**config.mk**
```make
export PLATFORM = sky130hd
export DESIGN_NAME = interval_capture
export DESIGN_NICKNAME = d
export VERILOG_FILES = /design/src/rtl/interval_capture_pkg.sv /design/src/rtl/sync_edge.sv /design/src/rtl/interval_capture.sv
export SDC_FILE = /design/constraint.sdc
export NUM_CORES = 1
export LEC_CHECK = 0
export ABC_AREA = 0
export BUFFER_PORTS_ARGS = -buffer_cell sky130_fd_sc_hd__buf_2
export CAP_MARGIN = 20
export CORE_ASPECT_RATIO = 0.8
export CORE_MARGIN = 3
export CORE_UTILIZATION = 49
export DETAILED_ROUTE_END_ITERATION = 8
export PLACE_DENSITY = 0.8
export SLEW_MARGIN = 20
export SYNTH_ARGS = -nofsm -noshare
export SYNTH_HDL_FRONTEND = slang
export SYNTH_SLANG_ARGS = --single-unit
```
**constraint.sdc**
```tcl
create_clock -name clk -period 3.1 [get_ports clk]
set_clock_uncertainty 0.05 [all_clocks]
set_input_delay 0.775 -clock clk [delete_from_list [all_inputs] [get_ports clk]]
set_output_delay 0.775 -clock clk [all_outputs]
set_load 0.03 [all_outputs]
```
**src/rtl/interval_capture_pkg.sv**
```systemverilog
// Shared types and constants for the interval capture block and its
// synchronizer front end.
package interval_capture_pkg;

  typedef enum logic [1:0] {
    IDLE  = 2'd0,
    ARMED = 2'd1,
    COUNT = 2'd2,
    DONE  = 2'd3
  } state_e;

  localparam logic MODE_PULSE  = 1'b0;
  localparam logic MODE_PERIOD = 1'b1;

  localparam int SYNC_STAGES = 2;

endpackage

```
**src/rtl/sync_edge.sv**
```systemverilog
// Multi-flop synchronizer followed by an edge detector against one more
// registered copy; rise/fall are single-cycle strobes with equal latency.
module sync_edge #(
  parameter int STAGES = 2
) (
  input  logic clk,
  input  logic rst,
  input  logic d_async,
  output logic level,
  output logic rise,
  output logic fall
);

  logic [STAGES-1:0] sync_q;
  logic              prev_q;

  always_ff @(posedge clk) begin
    if (rst) begin
      sync_q <= '0;
      prev_q <= 1'b0;
    end else begin
      sync_q <= {sync_q[STAGES-2:0], d_async};
      prev_q <= sync_q[STAGES-1];
    end
  end

  assign level = sync_q[STAGES-1];
  assign rise  = level & ~prev_q;
  assign fall  = ~level & prev_q;

endmodule

```
**src/rtl/interval_capture.sv**
```systemverilog
// Measures pulse width (rise->fall) or period (rise->rise) of an async input
// in prescaled clk ticks; latches the count and raises a level interrupt.
module interval_capture
  import interval_capture_pkg::*;
#(
  parameter int A_WIDTH   = 8,
  parameter int CNT_WIDTH = 16
) (
  input  logic                 clk,
  input  logic                 rst,
  input  logic                 enable,
  input  logic                 arm,
  input  logic                 mode,
  input  logic [A_WIDTH-1:0]   div_a,
  input  logic                 event_in,
  output logic [CNT_WIDTH-1:0] capture,
  output logic                 overflow,
  output logic                 busy,
  output logic                 capture_it
);

  localparam logic [CNT_WIDTH-1:0] TICK_MAX = '1;

  state_e               state_q;
  logic [A_WIDTH-1:0]   pre_q, pre_d, period;
  logic [CNT_WIDTH-1:0] tick_q, tick_d, capture_q;
  logic                 sat_q, sat_d;
  logic                 mode_q, overflow_q, busy_q, capture_it_q;
  logic                 ev_rise, ev_fall, ev_level_unused;
  logic                 wrap, stop;

  sync_edge #(
    .STAGES (SYNC_STAGES)
  ) u_sync (
    .clk     (clk),
    .rst     (rst),
    .d_async (event_in),
    .level   (ev_level_unused),
    .rise    (ev_rise),
    .fall    (ev_fall)
  );

  // Next tick/prescaler values include the current cycle, so a stop strobe
  // N cycles after the start strobe latches exactly floor(N/P).
  always_comb begin
    period = (div_a == '0) ? A_WIDTH'(1) : div_a;
    wrap   = (pre_q >= period - A_WIDTH'(1));
    pre_d  = wrap ? '0 : pre_q + A_WIDTH'(1);
    tick_d = tick_q;
    sat_d  = sat_q;
    if (wrap) begin
      if (tick_q == TICK_MAX) sat_d = 1'b1;
      else                    tick_d = tick_q + CNT_WIDTH'(1);
    end
    stop = (mode_q == MODE_PERIOD) ? ev_rise : ev_fall;
  end

  always_ff @(posedge clk) begin
    if (rst) begin
      state_q      <= IDLE;
      pre_q        <= '0;
      tick_q       <= '0;
      sat_q        <= 1'b0;
      mode_q       <= MODE_PULSE;
      capture_q    <= '0;
      overflow_q   <= 1'b0;
      busy_q       <= 1'b0;
      capture_it_q <= 1'b0;
    end else if (!enable) begin
      state_q      <= IDLE;
      busy_q       <= 1'b0;
      capture_it_q <= 1'b0;
      overflow_q   <= 1'b0;
    end else begin
      case (state_q)
        IDLE, DONE: begin
          if (arm) begin
            state_q      <= ARMED;
            busy_q       <= 1'b1;
            capture_it_q <= 1'b0;
            overflow_q   <= 1'b0;
            pre_q        <= '0;
            tick_q       <= '0;
            sat_q        <= 1'b0;
          end
        end
        ARMED: begin
          pre_q  <= '0;
          tick_q <= '0;
          sat_q  <= 1'b0;
          // A new arm restarts the wait and discards a coincident rise.
          if (!arm && ev_rise) begin
            state_q <= COUNT;
            mode_q  <= mode;
          end
        end
        COUNT: begin
          if (stop) begin
            state_q      <= DONE;
            busy_q       <= 1'b0;
            capture_q    <= tick_d;
            overflow_q   <= sat_d;
            capture_it_q <= 1'b1;
          end else if (arm) begin
            state_q <= ARMED;
            pre_q   <= '0;
            tick_q  <= '0;
            sat_q   <= 1'b0;
          end else begin
            pre_q  <= pre_d;
            tick_q <= tick_d;
            sat_q  <= sat_d;
          end
        end
        default: begin
          state_q <= IDLE;
          busy_q  <= 1'b0;
        end
      endcase
    end
  end

  assign capture    = capture_q;
  assign overflow   = overflow_q;
  assign busy       = busy_q;
  assign capture_it = capture_it_q;

endmodule

```
Yosys cells after proc, flatten, opt, wreduce, memory -nomap -nowiden:

Index checks and enable logic that the tools add are counted.

* add/sub/neg operators: 3
* $lt $le $gt $ge: 1
* equality and inequality tests: 8
* muxes and demuxes: 30
* bitwise operators: 5
* reductions and logical operators: 11

Operators by type and width (number)
* $mux W16: 5
* $pmux W16 S3: 1
* $mux W8: 5
* $pmux W8 S3: 1
* $add A16 B1 Y16 const B: 1
* $eq A16 B16 Y1 const B: 1
* $reduce_and A3 Y1: 4
* $mux W1: 10
* $add A8 B1 Y8 const B: 1
* $ge A8 B8 Y1: 1
* $logic_not A8 Y1: 1
* $ne A2 B2 Y1 const B: 4
* $sub A8 B1 Y8 const B: 1
* $mux W2: 3
* $pmux W1 S2: 3
* $pmux W2 S3: 1
* $eq A2 B2 Y1 const B: 2
* $reduce_or A2 Y1: 2
* $not A1 Y1: 3
* $pmux W1 S3: 1
* $and A1 B1 Y1: 2
* $eq A2 B1 Y1 const B: 1
* $logic_not A2 Y1: 1
* $reduce_bool A2 Y1: 1
* other kinds (2): 2

* bits in registers: 50
* input bits: 14
* output and inout bits: 19
* word-level logic and storage cells: 69

Longest topological paths before layout:

Gate-level depths: netlist of run 1.

* depth after elaboration: 8
* depth in mapped cells: 14
* mapped depth without buffers: 12

Modules after synthesis:

From an unflattened synthesis of run 1, not the netlist that was laid out.

* cell total of the unflattened synthesis: 361
* area total of the unflattened synthesis: 2932.8 um2

Modules (own cells, without submodules)
* interval_capture: instances 1, cells an instance 353, area each 2841.5 um2, sequential area each 940.9 um2
* sync_edge: instances 1, cells an instance 8, area each 91.3 um2, sequential area each 60.1 um2

Worst setup path after synthesis of run 1:

OpenSTA, ideal clock, no wires.

* path kind: in2reg
* start: in div_a[3]
* end: reg capture_q[14] (netlist: capture[14])
* library setup time: 0.117 ns
* arrival time: 3.051 ns
* required time: 2.933 ns
* slack: -0.119 ns
* stages: 12
* buffers on the path: 0
* cells stage by stage: nor3_1 > a31oi_1 > ha_1 > nand2_1 > nor3_1 > xnor2_1 > ha_1 > nand2_1 > o21ai_0 > a31oi_2 > or4_1 > a32o_1

* word-level cells in the longest chain between the ends: 5

Ends and longest elaborated chain
* start, declared: RTL line interval_capture.sv:14 `input logic [A_WIDTH-1:0] div_a,`
* $logic_not A8 Y1: RTL line interval_capture.sv:46 `period = (div_a == '0) ? A_WIDTH'(1) : div_a;`
* $mux W8 *: RTL line interval_capture.sv:46
* $sub A8 B1 Y8 *: RTL line interval_capture.sv:47 `wrap = (pre_q >= period - A_WIDTH'(1));`
* $ge A8 B8 Y1 *: RTL line interval_capture.sv:47
* $mux W16 *: RTL line interval_capture.sv:51 `if (wrap) begin`
* end signal, assigned: RTL line interval_capture.sv:101 `capture_q <= tick_d;`
* end, declared: RTL line interval_capture.sv:26 `logic [CNT_WIDTH-1:0] tick_q, tick_d, capture_q;`

Every way passes the cells marked *; elsewhere a longest branch is shown, timed or not.
A chain may end at the register's enable or synchronous reset.

Worst setup path in the final report of run 1:

* start: in div_a[5]
* end: reg capture_q[9] (netlist: capture[9])

The elaborated chain is that of the path after synthesis.

==> results.env, run 1 <==
MAXIMUM_NUMBER_OF_PINS_ON_ONE_NET_BEFORE_GLOBAL_ROUTE_REPAIR=33
GRT_FIRST_PASS_WIRELENGTH_UM=12140
WORST_FLOP_TO_FLOP_PATH_STARTPOINT='state_q[0]'
CLK_PATH_BUF_DEPTH=2
DIE_AREA_UM2=7082
INITIAL_ANTENNA_VIOLATION_COUNT=0
SYN_AREA_UM2=2990
CRITPATHMAXSTAGEDELAY_NS=0.50
DP_WIRELENGTH_UM=5204
ANTENNA_CELLS_INSERTED=0
FIRST_GLOBAL_VIAS=2584
AREAGROWTHSYNTHTOFINISH_PCT=16.74
FINAL_ANTENNA_NET_COUNT=0
WORST-SLEW-PIN-TRANSITION_NS=0.7264
MIN_PATH_CELLS=1
MIN_DELAY_WORST_ENDPOINT='u_sync.sync_q[1]'
START_UTIL_PCT=52.69
SYNTH.FF_LATCH_COUNT=50
GLOBALROUTETOTALUTIL_PCT=21.26
INSERTION_DELAY_NS=0.31
FF_LATCH_AREA_UM2=1001
SETUP.WORST_PATH.START_CLASS='primary input'
POWER_PER_CELL_AREA_nW_PER_UM2=322.3
SYNTHDISTINCTLIBCELLS=59
CLKTRANSATPATHREGS_NS=0.10
LAYOUT.FILLER_CELLS=488
FINAL_WORST_PATH_PERIOD_NEED_NS=3.003
PLACEABLECOREAREA_UM2=5675
LIST_OF_CELLS_TRAVERSED_BY_THE_CRITICAL_PATH='buf_2 > nor3_4 > a31oi_2 > ha_2 > nand2_2 > buf_4 > xor2_1 > ha_1 > a21oi_1 > o21ai_4 > a31oi_4 > buf_6 > or4_1 > a31oi_1'
YOSYS_WARNINGS=0
CRIT_ARRIVAL_NS=3.19
TIMING.FMAX_MHz=333.0
HOLD_PATH.STARTPOINT='u_sync.sync_q[0]'
POST-ROUTE-UTIL_PCT=61.51
CTSHOLDBUFFERS=0
REQUIRED_TIME_AT_THE_ENDPOINT_OF_THE_CRITICAL_PATH_NS=3.29
CTS_TREE='done'
FLOORPLAN.DIE.HEIGHT_UM=75.88
ENDPOINT_KIND='flip-flop'
CP_SLOWEST_CELL='sky130_fd_sc_hd__or4_1'
PORT_BUFFERS=32
CLOCK-ROOT-BUFFER='sky130_fd_sc_hd__clkbuf_8'
IOS=33
CTS_SINKS=50
WORSTSETUPPATHTYPE='in -> reg'
HOLD_VIOL=0
TIMING_MAX_TRANSITION_VIOLATIONS_FINAL=0
SYNTH_ASYNC_RESET_RATIO_PCT=0
TIMING.CRITICAL_PATH.BUF_INV=3
HTREE_NUM_LEVELS=2
CRITICAL_PATH.REG2REG.ENDPOINT='tick_q[14]'
TIMING.FINAL.SETUP_VIOLATIONS=0
WORST_HOLD_PATH_TYPE='reg -> reg'
GRT_SETUP_UNREPAIRED='true'
SYNTH_FF_TYPE='sky130_fd_sc_hd__dfxtp_1'
MIN_PERIOD_OVER_PERIOD_PCT=96.86
R2R_CELL_COUNT=7
STDCELL_COUNT=478
SYN-INSTANCE-COUNT=361
CRITICAL-PATH-TOP-DELAY-FAMILY='simple AND/OR/NAND/NOR gates'
RUN_STATUS='completed'
SYNTH_ENABLE_FLOP_CELLS=0
DETAILEDROUTE.FIRSTPASSITERATIONCOUNT=4
DIE-WIDTH_UM=93.34
SLEW_HEADROOM_PCT=51.21
MULTI_INPUT_GATE_AREA_IN_THE_FINAL_LAYOUT_UM2=1934
SYNTH.YOSYS.SEQ_AREA_SHARE_PCT=33.47
WL_UM=7305
NET_COUNT_AFTER_SYNTHESIS=388
CTS_BUFFERS=5
CORE_ROWS=24
WORST_REG_TO_REG_SETUP_SLACK_NS=0.58
DESIGN.FINAL.NETS=426
SYNTH.AVG_CELL_AREA_UM2=8.284
GRT_OVERFLOW=0
VIAS=2960
VDD_DROP_MAX_uV=257.2
VIA_DENSITY=6.192
PLACE.DETAILED.INSTANCES=468
MAX_CAP_VIOLATIONS=0
P_LEAK_nW=1.301
DRT-WIRELENGTH-PER-CELL_UM=15.28
POST_ROUTE_CELLS_DRIVE_ABOVE_1_SHARE_PCT=21.75
GPL.FINAL_WEIGHTED_CONGESTION=0.8736
REMAINING_DRC_ERRORS=0
CRITICAL_PATH_PEAK_FANOUT=10
DETAILEDROUTE.FIRSTITERATIONVIOLATIONS=194
-- worst reg2reg max path, cell delays in order (launching register included) --
cell	delay (ns)
sky130_fd_sc_hd__dfxtp_1	0.38
sky130_fd_sc_hd__inv_1	0.06
sky130_fd_sc_hd__ha_1	0.26
sky130_fd_sc_hd__and4b_1	0.26
sky130_fd_sc_hd__or2_4	0.29
sky130_fd_sc_hd__nor4_4	0.63
sky130_fd_sc_hd__a41oi_1	0.22
sky130_fd_sc_hd__a211oi_1	0.27
-- cells in the mapped netlist (5+ instances only) --
master | number | area [µm²]
sky130_fd_sc_hd__dfxtp_1 | 50 | 1001
sky130_fd_sc_hd__nor2_1 | 36 | 135.1
sky130_fd_sc_hd__nand2_1 | 26 | 97.59
sky130_fd_sc_hd__a31oi_1 | 23 | 143.9
sky130_fd_sc_hd__o21ai_0 | 22 | 110.1
sky130_fd_sc_hd__ha_1 | 13 | 162.7
sky130_fd_sc_hd__clkbuf_1 | 12 | 45.04
sky130_fd_sc_hd__nand3_1 | 11 | 55.05
sky130_fd_sc_hd__and3_1 | 10 | 62.56
sky130_fd_sc_hd__nand4_1 | 10 | 62.56
sky130_fd_sc_hd__inv_1 | 9 | 33.78
sky130_fd_sc_hd__nand2b_1 | 9 | 56.30
sky130_fd_sc_hd__or3_1 | 9 | 56.30
sky130_fd_sc_hd__a21oi_1 | 8 | 40.04
sky130_fd_sc_hd__o21bai_1 | 8 | 60.06
sky130_fd_sc_hd__xor2_1 | 7 | 61.31
sky130_fd_sc_hd__a211oi_1 | 6 | 45.04
sky130_fd_sc_hd__a311oi_1 | 6 | 52.55
sky130_fd_sc_hd__a41oi_1 | 6 | 52.55
sky130_fd_sc_hd__nor3_1 | 6 | 30.03
sky130_fd_sc_hd__nor4_1 | 5 | 31.28
sky130_fd_sc_hd__o31ai_1 | 5 | 37.54
-- power by group --
part           switching, mW  total [mW]  internal [mW]
clock network          0.221       0.380          0.160
logic                 0.0589      0.0978         0.0389
registers            0.00210       0.647          0.645
-- routing by layer --
layer	share of wire, %	vias to the layer above	GRT usage [%]
li1	-	1449	-
met1	48	1390	30.47
met2	45	113	33.20
met3	5.9	8	3.554
met4	1.1	0	6.016
met5	0	-	0
-- timing repair --
item / 4_1_cts / 5_1_grt
endpoints found under the setup margin: 0 / 30
gates resized for setup: 0 / 17
setup buffers: 0 / 2
-- how the worst max path moves through the flow --
stage | startpoint | endpoint | slack (ns) | depth (start not counted)
2_1_floorplan | div_a[2] | capture[14] | 0.008 | 12
3_3_place_gp | div_a[3] | capture[14] | -0.22 | 13
3_5_place_dp | div_a[3] | capture[9] | -0.31 | 14
4_1_cts | div_a[3] | capture[9] | 0.01 | 14
5_1_grt | div_a[5] | capture[9] | -0.05 | 14
6_report | div_a[5] | capture[9] | 0.1 | 14
-- flip-flops by register name (all words and copies together), names as in the netlist --
register and count:
tick_q 16, busy 1, u_sync.prev_q 1, pre_q 8
mode_q 1, capture 16, state_q 2, u_sync.sync_q 2
capture_it 1, overflow 1, sat_q 1
-- placed cells by master, fill, tap and decap left out, types with 3 or more instances in the layout --
master,instances
sky130_fd_sc_hd__o21ai_0,21
sky130_fd_sc_hd__clkbuf_8,5
sky130_fd_sc_hd__dfxtp_1,50
sky130_fd_sc_hd__nor2_1,35
sky130_fd_sc_hd__ha_1,12
sky130_fd_sc_hd__a21oi_1,8
sky130_fd_sc_hd__nand2_2,3
sky130_fd_sc_hd__a32o_1,3
sky130_fd_sc_hd__nand4_1,10
sky130_fd_sc_hd__nand2_1,23
sky130_fd_sc_hd__inv_1,9
sky130_fd_sc_hd__a211oi_1,6
sky130_fd_sc_hd__xnor2_1,4
sky130_fd_sc_hd__nor2b_1,4
sky130_fd_sc_hd__xor2_1,7
sky130_fd_sc_hd__buf_4,18
sky130_fd_sc_hd__a311oi_1,6
sky130_fd_sc_hd__o31ai_1,5
sky130_fd_sc_hd__nand2b_1,9
sky130_fd_sc_hd__o21bai_1,8
sky130_fd_sc_hd__nand3_1,11
sky130_fd_sc_hd__nor4_1,5
sky130_fd_sc_hd__and3_1,10
sky130_fd_sc_hd__or3_1,9
sky130_fd_sc_hd__a31oi_1,22
sky130_fd_sc_hd__o211ai_1,4
sky130_fd_sc_hd__a41oi_1,6
sky130_fd_sc_hd__buf_2,32
-- cell families after synthesis --
| group | count (synthesis) | share of synthesized area, % |
|---|---|---|
| XOR/XNOR | 11 | 3.222 |
| flip-flops | 50 | 33.47 |
| AO/OA/AOI/OAI | 109 | 25.57 |
| adder cells (fa/ha/maj) | 13 | 5.439 |
| AND/OR/NAND/NOR | 146 | 26.90 |
| multiplexers | 1 | 0.3347 |
| buffers and inverters | 31 | 5.063 |
-- area by class of cell --
cell class                      count  area share (%)
Clock inverter                      2          0.3943
Timing Repair Buffer               53           9.677
Multi-Input combinational cell    280           55.41
Inverter                            9          0.9677
Sequential cell                    50           28.67
Tap cell                           78           2.796
Clock buffer                        6           2.079
-- per-stage QoR --
stage | setup slack (ns) | total power, mW | area [µm²] | setup TNS, ns | hold slack [ns]
after floorplan | 0.007841 | 0.7137 | 3004 | 0 | 0.3638
after global placement | -0.2223 | 0.7452 | 3299 | -3.621 | 0.3884
after detailed placement | -0.3123 | 0.7485 | 3299 | -6.305 | 0.3780
after CTS | 0.01354 | 1.128 | 3386 | 0 | 0.4140
after global routing | -0.05312 | 1.163 | 3491 | -0.2478 | 0.4342
final | 0.09719 | 1.125 | 3491 | 0 | 0.4101
Power figures use the tool's default switching activity.
==> run 2, diff against run 1 <==
- CORE_UTILIZATION: 49 -> 53
- CTS_BUF_LIST: unset -> sky130_fd_sc_hd__clkbuf_8 sky130_fd_sc_hd__clkbuf_16
- GPL_ROUTABILITY_DRIVEN: unset -> 0
- PLACE_DENSITY: 0.8 -> 0.85
==> run 2 against run 1 <==
Against the previous run:
- the flow now finishes with violations (setup timing)
- first-iteration DRC count rose by 71%
- global-route usage rose by 2.0 points
- register-to-register slack got worse by 0.11 ns
- power rose by 9.4%
- hold slack improved by 0.0037 ns
- routed wire length rose by 16%
- utilization rose by 7.6 points
- largest power group unchanged
==> results.env, run 2 (synthesized netlist as in run 1, its figures left out) <==
RUN_STATUS='complete, but fails checks'
VIOLATED_CHECKS='setup timing'
MAX_CAP_VIOLATIONS=0
MAXIMUM_NUMBER_OF_PINS_ON_ONE_NET_BEFORE_GLOBAL_ROUTE_REPAIR=33
DP_WIRELENGTH_UM=5288
AREAGROWTHSYNTHTOFINISH_PCT=20.96
HTREE_NUM_LEVELS=2
REQUIRED_TIME_AT_THE_ENDPOINT_OF_THE_CRITICAL_PATH_NS=3.25
DIE_AREA_UM2=6585
GRT_OVERFLOW=0
CRIT_ARRIVAL_NS=3.30
DETAILEDROUTE.FIRSTPASSITERATIONCOUNT=7
PLACEABLECOREAREA_UM2=5238
CRITPATHMAXSTAGEDELAY_NS=0.49
VIAS=3135
HOLD_VIOL=0
SLEW_HEADROOM_PCT=49.67
GRT_SETUP_UNREPAIRED='true'
INSERTION_DELAY_NS=0.30
WORSTSETUPPATHTYPE='in -> reg'
REMAINING_DRC_ERRORS=0
LAYOUT_COMMONEST_CELL='sky130_fd_sc_hd__dfxtp_1'
TIMING.FINAL.SETUP_VIOLATIONS=7
FINAL_ANTENNA_NET_COUNT=0
CLKTRANSATPATHREGS_NS=0.09
TIMING.CRITICAL_PATH.BUF_INV=3
WORST-SLEW-PIN-TRANSITION_NS=0.7494
MIN_PERIOD_OVER_PERIOD_PCT=101.4
POST-ROUTE-UTIL_PCT=69.06
CTS_BUFFERS=5
ENDPOINT_KIND='flip-flop'
VIA_DENSITY=6.504
WL_UM=8451
LAYOUT.CELLS.MOST_COMMON_LIST='sky130_fd_sc_hd__dfxtp_1 (50), sky130_fd_sc_hd__nor2_1 (34), sky130_fd_sc_hd__buf_2 (31)'
STDCELL_COUNT=482
CTS_TREE='done'
CTS_SINKS=50
PORT_BUFFERS=32
FIRST_GLOBAL_VIAS=2811
DRT-WIRELENGTH-PER-CELL_UM=17.53
LIST_OF_CELLS_TRAVERSED_BY_THE_CRITICAL_PATH='buf_4 > nor3_4 > a31oi_2 > buf_4 > ha_1 > nand2b_1 > a2111o_1 > buf_4 > a31o_4 > a31o_2 > a32o_1'
FF_LATCH_AREA_UM2=1001
TIMING_MAX_TRANSITION_VIOLATIONS_FINAL=0
PATH_COMMON_CELL='sky130_fd_sc_hd__buf_4'
CLOCK-ROOT-BUFFER='sky130_fd_sc_hd__clkbuf_8'
WORST_HOLD_PATH_TYPE='reg -> reg'
P_LEAK_nW=1.359
GRT_FIRST_PASS_WIRELENGTH_UM=12740
POWER_PER_CELL_AREA_nW_PER_UM2=340.2
TIMING.FMAX_MHz=318.0
FLOORPLAN.DIE.HEIGHT_UM=73.19
MULTI_INPUT_GATE_AREA_IN_THE_FINAL_LAYOUT_UM2=1992
LAYOUT.FILLER_CELLS=405
VDD_DROP_MAX_uV=217.7
IOS=33
POST_ROUTE_CELLS_DRIVE_ABOVE_1_SHARE_PCT=25.31
PLACE.DETAILED.INSTANCES=466
DESIGN.FINAL.NETS=434
PLACE_AREA_UM2=3291
TOTALNEGATIVESETUPSLACK_NS=-0.1646
DIE-WIDTH_UM=89.98
GLOBALROUTETOTALUTIL_PCT=23.25
POST-PLACE-WS_NS=-0.4140
POSTLAYOUTCELLAREA_UM2=3617
ANTENNA_CELLS_INSERTED=0
DETAILEDROUTE.FIRSTITERATIONVIOLATIONS=332
INITIAL_ANTENNA_VIOLATION_COUNT=0
SETUP_WS_NS=-0.04450
CRITICAL_PATH_PEAK_FANOUT=9
SETUP.WORST_PATH.START_CLASS='primary input'
CORE_ROWS=23
FINAL_WORST_PATH_PERIOD_NEED_NS=3.145
CP_SLOWEST_CELL='sky130_fd_sc_hd__a2111o_1'
CLK_PATH_BUF_DEPTH=2
CRITICAL-PATH-TOP-DELAY-FAMILY='compound AO/OA/AOI/OAI gates'
START_UTIL_PCT=57.10
==> run 2: where the power goes <==
group / internal (mW) / switching, mW / leakage (nW)
Clock: 0.258 / 0.213 / 0.0573
Combinational: 0.0455 / 0.0671 / 0.898
Sequential: 0.645 / 0.00191 / 0.403
Total: 0.948 / 0.282 / 1.36
==> run 2: final cells by class <==
class,count,area share (%)
Inverter,9,0.9339
Clock buffer,6,2.283
Timing Repair Buffer,60,10.62
Multi-Input combinational cell,281,55.07
Tap cell,75,2.594
Clock inverter,1,0.8302
Sequential cell,50,27.67
==> run 2: per-layer routing <==
metal,vias to the layer above,GRT usage (%),part of all wire (%)
li1,1467,-,-
met1,1469,31.33,44
met2,181,38.17,47
met3,18,4.639,7.8
met4,0,7.131,1.4
met5,-,0,0
==> run 2: metrics by stage <==
stage / total power [mW] / hold WS [ns]
after floorplan: 0.7137 / 0.3638
after global placement: 0.7444 / 0.3850
after detailed placement: 0.7480 / 0.3887
after CTS: 1.215 / 0.4146
after global routing: 1.274 / 0.4320
final: 1.231 / 0.4138
==> run 2: final timing paths <==
check / cells past startpoint / slack [ns] / start / to
min reg2reg: 1 / 0.41 / u_sync.sync_q[0] / u_sync.sync_q[1]
max reg2reg: 8 / 0.47 / pre_q[0] / capture[14]
min: 1 / 0.41 / u_sync.sync_q[0] / u_sync.sync_q[1]
max: 11 / -0.04 / div_a[5] / capture[14]
==> run 2: timing repair <==
item	CTS	global route
gates resized for setup	9	22
gates cloned	0	2
pin swaps	3	13
setup buffers	0	7
endpoints found under the setup margin	13	34
hold buffers	0	0
==> run 3, diff against run 2 <==
- SETUP_SLACK_MARGIN: unset -> 0.3
==> run 3 against run 2 <==
Against the previous run:
- critical endpoint is now capture[6]
- combinational power is 28% higher
- register-to-register slack worse by 0.07 ns
- largest cell class unchanged
- die area stayed put
- critical path depth is 4 higher
- sequential power hardly changed
- the flow now finishes without violations
- routed wire length is 18% higher
- final cell count is 2.5% higher
- via count is 7.0% higher
- global-route usage is 6.1 points higher
- first-iteration DRC count is 54% higher
- setup slack better by 0.061 ns
==> results.env, run 3 (synthesized netlist as in run 1, its figures left out) <==
IOS=33
GRT_OVERFLOW=0
FIRST_GLOBAL_VIAS=3122
POWER.SHARE.SEQUENTIAL_PCT=50.9
CRIT_ARRIVAL_NS=3.29
DIE-WIDTH_UM=89.98
REQUIRED_TIME_AT_THE_ENDPOINT_OF_THE_CRITICAL_PATH_NS=3.31
CTS_TREE='done'
CLKTRANSATPATHREGS_NS=0.10
TIMING.FMAX_MHz=324.3
DETAILEDROUTE.FIRSTPASSITERATIONCOUNT=7
FINAL_WORST_PATH_PERIOD_NEED_NS=3.084
PORT_BUFFERS=32
HTREE_NUM_LEVELS=2
CLK_PATH_BUF_DEPTH=2
WORSTSETUPPATHTYPE='in -> reg'
GLOBALROUTETOTALUTIL_PCT=29.34
INITIAL_ANTENNA_VIOLATION_COUNT=0
ENDPOINT_KIND='flip-flop'
POWER_SWITCHING_uW=323.2
POWER.INTERNAL_uW=946.6
COMB_POWER_SHARE_PCT=11.4
MAXIMUM_NUMBER_OF_PINS_ON_ONE_NET_BEFORE_GLOBAL_ROUTE_REPAIR=33
FINAL_ANTENNA_NET_COUNT=0
PLACEABLECOREAREA_UM2=5238
MAX_CAP_VIOLATIONS=0
VIA_DENSITY=6.787
POST_ROUTE_CELLS_DRIVE_ABOVE_1_SHARE_PCT=33.65
FLOORPLAN.DIE.HEIGHT_UM=73.19
TOTAL_POWER_mW=1.270
TIMING_MAX_TRANSITION_VIOLATIONS_FINAL=0
CTSHOLDBUFFERS=0
CTS_SINKS=50
LAYOUT.CELLS.MOST_COMMON_LIST='sky130_fd_sc_hd__dfxtp_1 (50), sky130_fd_sc_hd__nor2_1 (34), sky130_fd_sc_hd__buf_4 (30)'
CTS_BUFFERS=5
SETUP.WORST_PATH.START_CLASS='primary input'
HOLD_VIOL=0
SHARE_CLK_OF_TOTAL_POWER_PCT=37.7
DP_WIRELENGTH_UM=5342
WORST_HOLD_PATH_TYPE='reg -> reg'
SLEW_HEADROOM_PCT=46.75
WORST_HOLD_SLACK_NS=0.4111
RUN_STATUS='completed'
AREAGROWTHSYNTHTOFINISH_PCT=33.35
WORST-SLEW-PIN-TRANSITION_NS=0.7978
START_UTIL_PCT=57.10
VDD_DROP_MAX_uV=305.7
GRT_SETUP_UNREPAIRED='true'
CLOCK-ROOT-BUFFER='sky130_fd_sc_hd__clkbuf_8'
REMAINING_DRC_ERRORS=0
CORE_ROWS=23
LAYOUT_COMMONEST_CELL='sky130_fd_sc_hd__dfxtp_1'
DETAILEDROUTE.FIRSTITERATIONVIOLATIONS=512
CRITICAL_PATH_PEAK_FANOUT=6
SWSHARE_PCT=25.45
DRT-WIRELENGTH-PER-CELL_UM=20.27
TIMING.FINAL.SETUP_VIOLATIONS=0
DESIGN.FINAL.NETS=445
VIAS=3353
MIN_PERIOD_OVER_PERIOD_PCT=99.48
PLACE_AREA_UM2=3448
POST-ROUTE-UTIL_PCT=76.13
POSTLAYOUTCELLAREA_UM2=3988
POWER_PER_CELL_AREA_nW_PER_UM2=318.5
GRT_FIRST_PASS_WIRELENGTH_UM=15480
DIE_AREA_UM2=6585
LAYOUT.FILLER_CELLS=353
WL_UM=10010
ANTENNA_CELLS_INSERTED=0
P_LEAK_nW=1.485
INSERTION_DELAY_NS=0.33
## run 3: power by group through the flow
stage | Combinational, mW | Sequential [mW] | Clock (mW)
finish | 0.145 | 0.647 | 0.478
floorplan | 0.0565 | 0.662 | 0
detailed placement | 0.0965 | 0.662 | 0
global placement | 0.0921 | 0.661 | 0
CTS | 0.126 | 0.647 | 0.476
global route | 0.152 | 0.647 | 0.503
## run 3: cell type report
| type | instances | area (µm²) | area share [%] |
|---|---|---|---|
| timing repair buffer | 71 | 538.0 | 13.49 |
| clock buffer | 5 | 68.82 | 1.726 |
| tap | 75 | 93.84 | 2.353 |
| inverter | 9 | 33.78 | 0.8472 |
| clock inverter | 3 | 40.04 | 1.004 |
| sequential | 50 | 1001 | 25.10 |
| multi-input combinational | 281 | 2212 | 55.48 |
## run 3: routing by layer
metal / global-route usage (%) / vias to the layer above / part of all wire (%)
met5: 0 / - / 0
met4: 15.45 / 0 / 4.6
met3: 7.938 / 62 / 11
met2: 45.75 / 256 / 45
met1: 37.64 / 1548 / 40
li1: - / 1487 / -
## run 3: path summary, 6_finish.rpt
kind | end | from | slack [ns] | depth (start not counted)
setup / recovery | capture[6] | div_a[3] | 0.02 | 15
hold / removal | u_sync.sync_q[1] | u_sync.sync_q[0] | 0.41 | 1
setup reg to reg | capture[0] | tick_q[9] | 0.40 | 5
hold reg to reg | u_sync.sync_q[1] | u_sync.sync_q[0] | 0.41 | 1
## run 3: through the flow
step | cells | TNS, ns | worst slack, ns
2_1_floorplan | 361 | 0 | 0.1169
3_3_place_gp | 470 | -2.023 | -0.1255
3_5_place_dp | 470 | -7.844 | -0.3091
4_1_cts | 491 | 0 | 0.1962
5_1_grt | 494 | -0.1536 | -0.03699
6_report | 494 | 0 | 0.01620
## run 3: timing repair
action                                  4_1_cts  5_1_grt
pin swaps                                    23       10
endpoints found under the setup margin       36       42
gates resized for setup                      36       26
endpoints found under the hold margin         0        0
setup buffers                                11        2
gates cloned                                  2        1
## run 3: critical path, stage by stage
cell and delay, ns:
sky130_fd_sc_hd__buf_2 0.14, sky130_fd_sc_hd__nor3_4 0.06, sky130_fd_sc_hd__a31oi_4 0.22, sky130_fd_sc_hd__ha_4 0.19, sky130_fd_sc_hd__nand2_4 0.05, sky130_fd_sc_hd__nor3_2 0.15
sky130_fd_sc_hd__xnor2_1 0.11, sky130_fd_sc_hd__ha_1 0.31, sky130_fd_sc_hd__nand2_2 0.10, sky130_fd_sc_hd__nor2_4 0.20, sky130_fd_sc_hd__a31oi_4 0.15, sky130_fd_sc_hd__buf_6 0.18
sky130_fd_sc_hd__buf_12 0.13, sky130_fd_sc_hd__or3_4 0.34, sky130_fd_sc_hd__a31oi_4 0.18
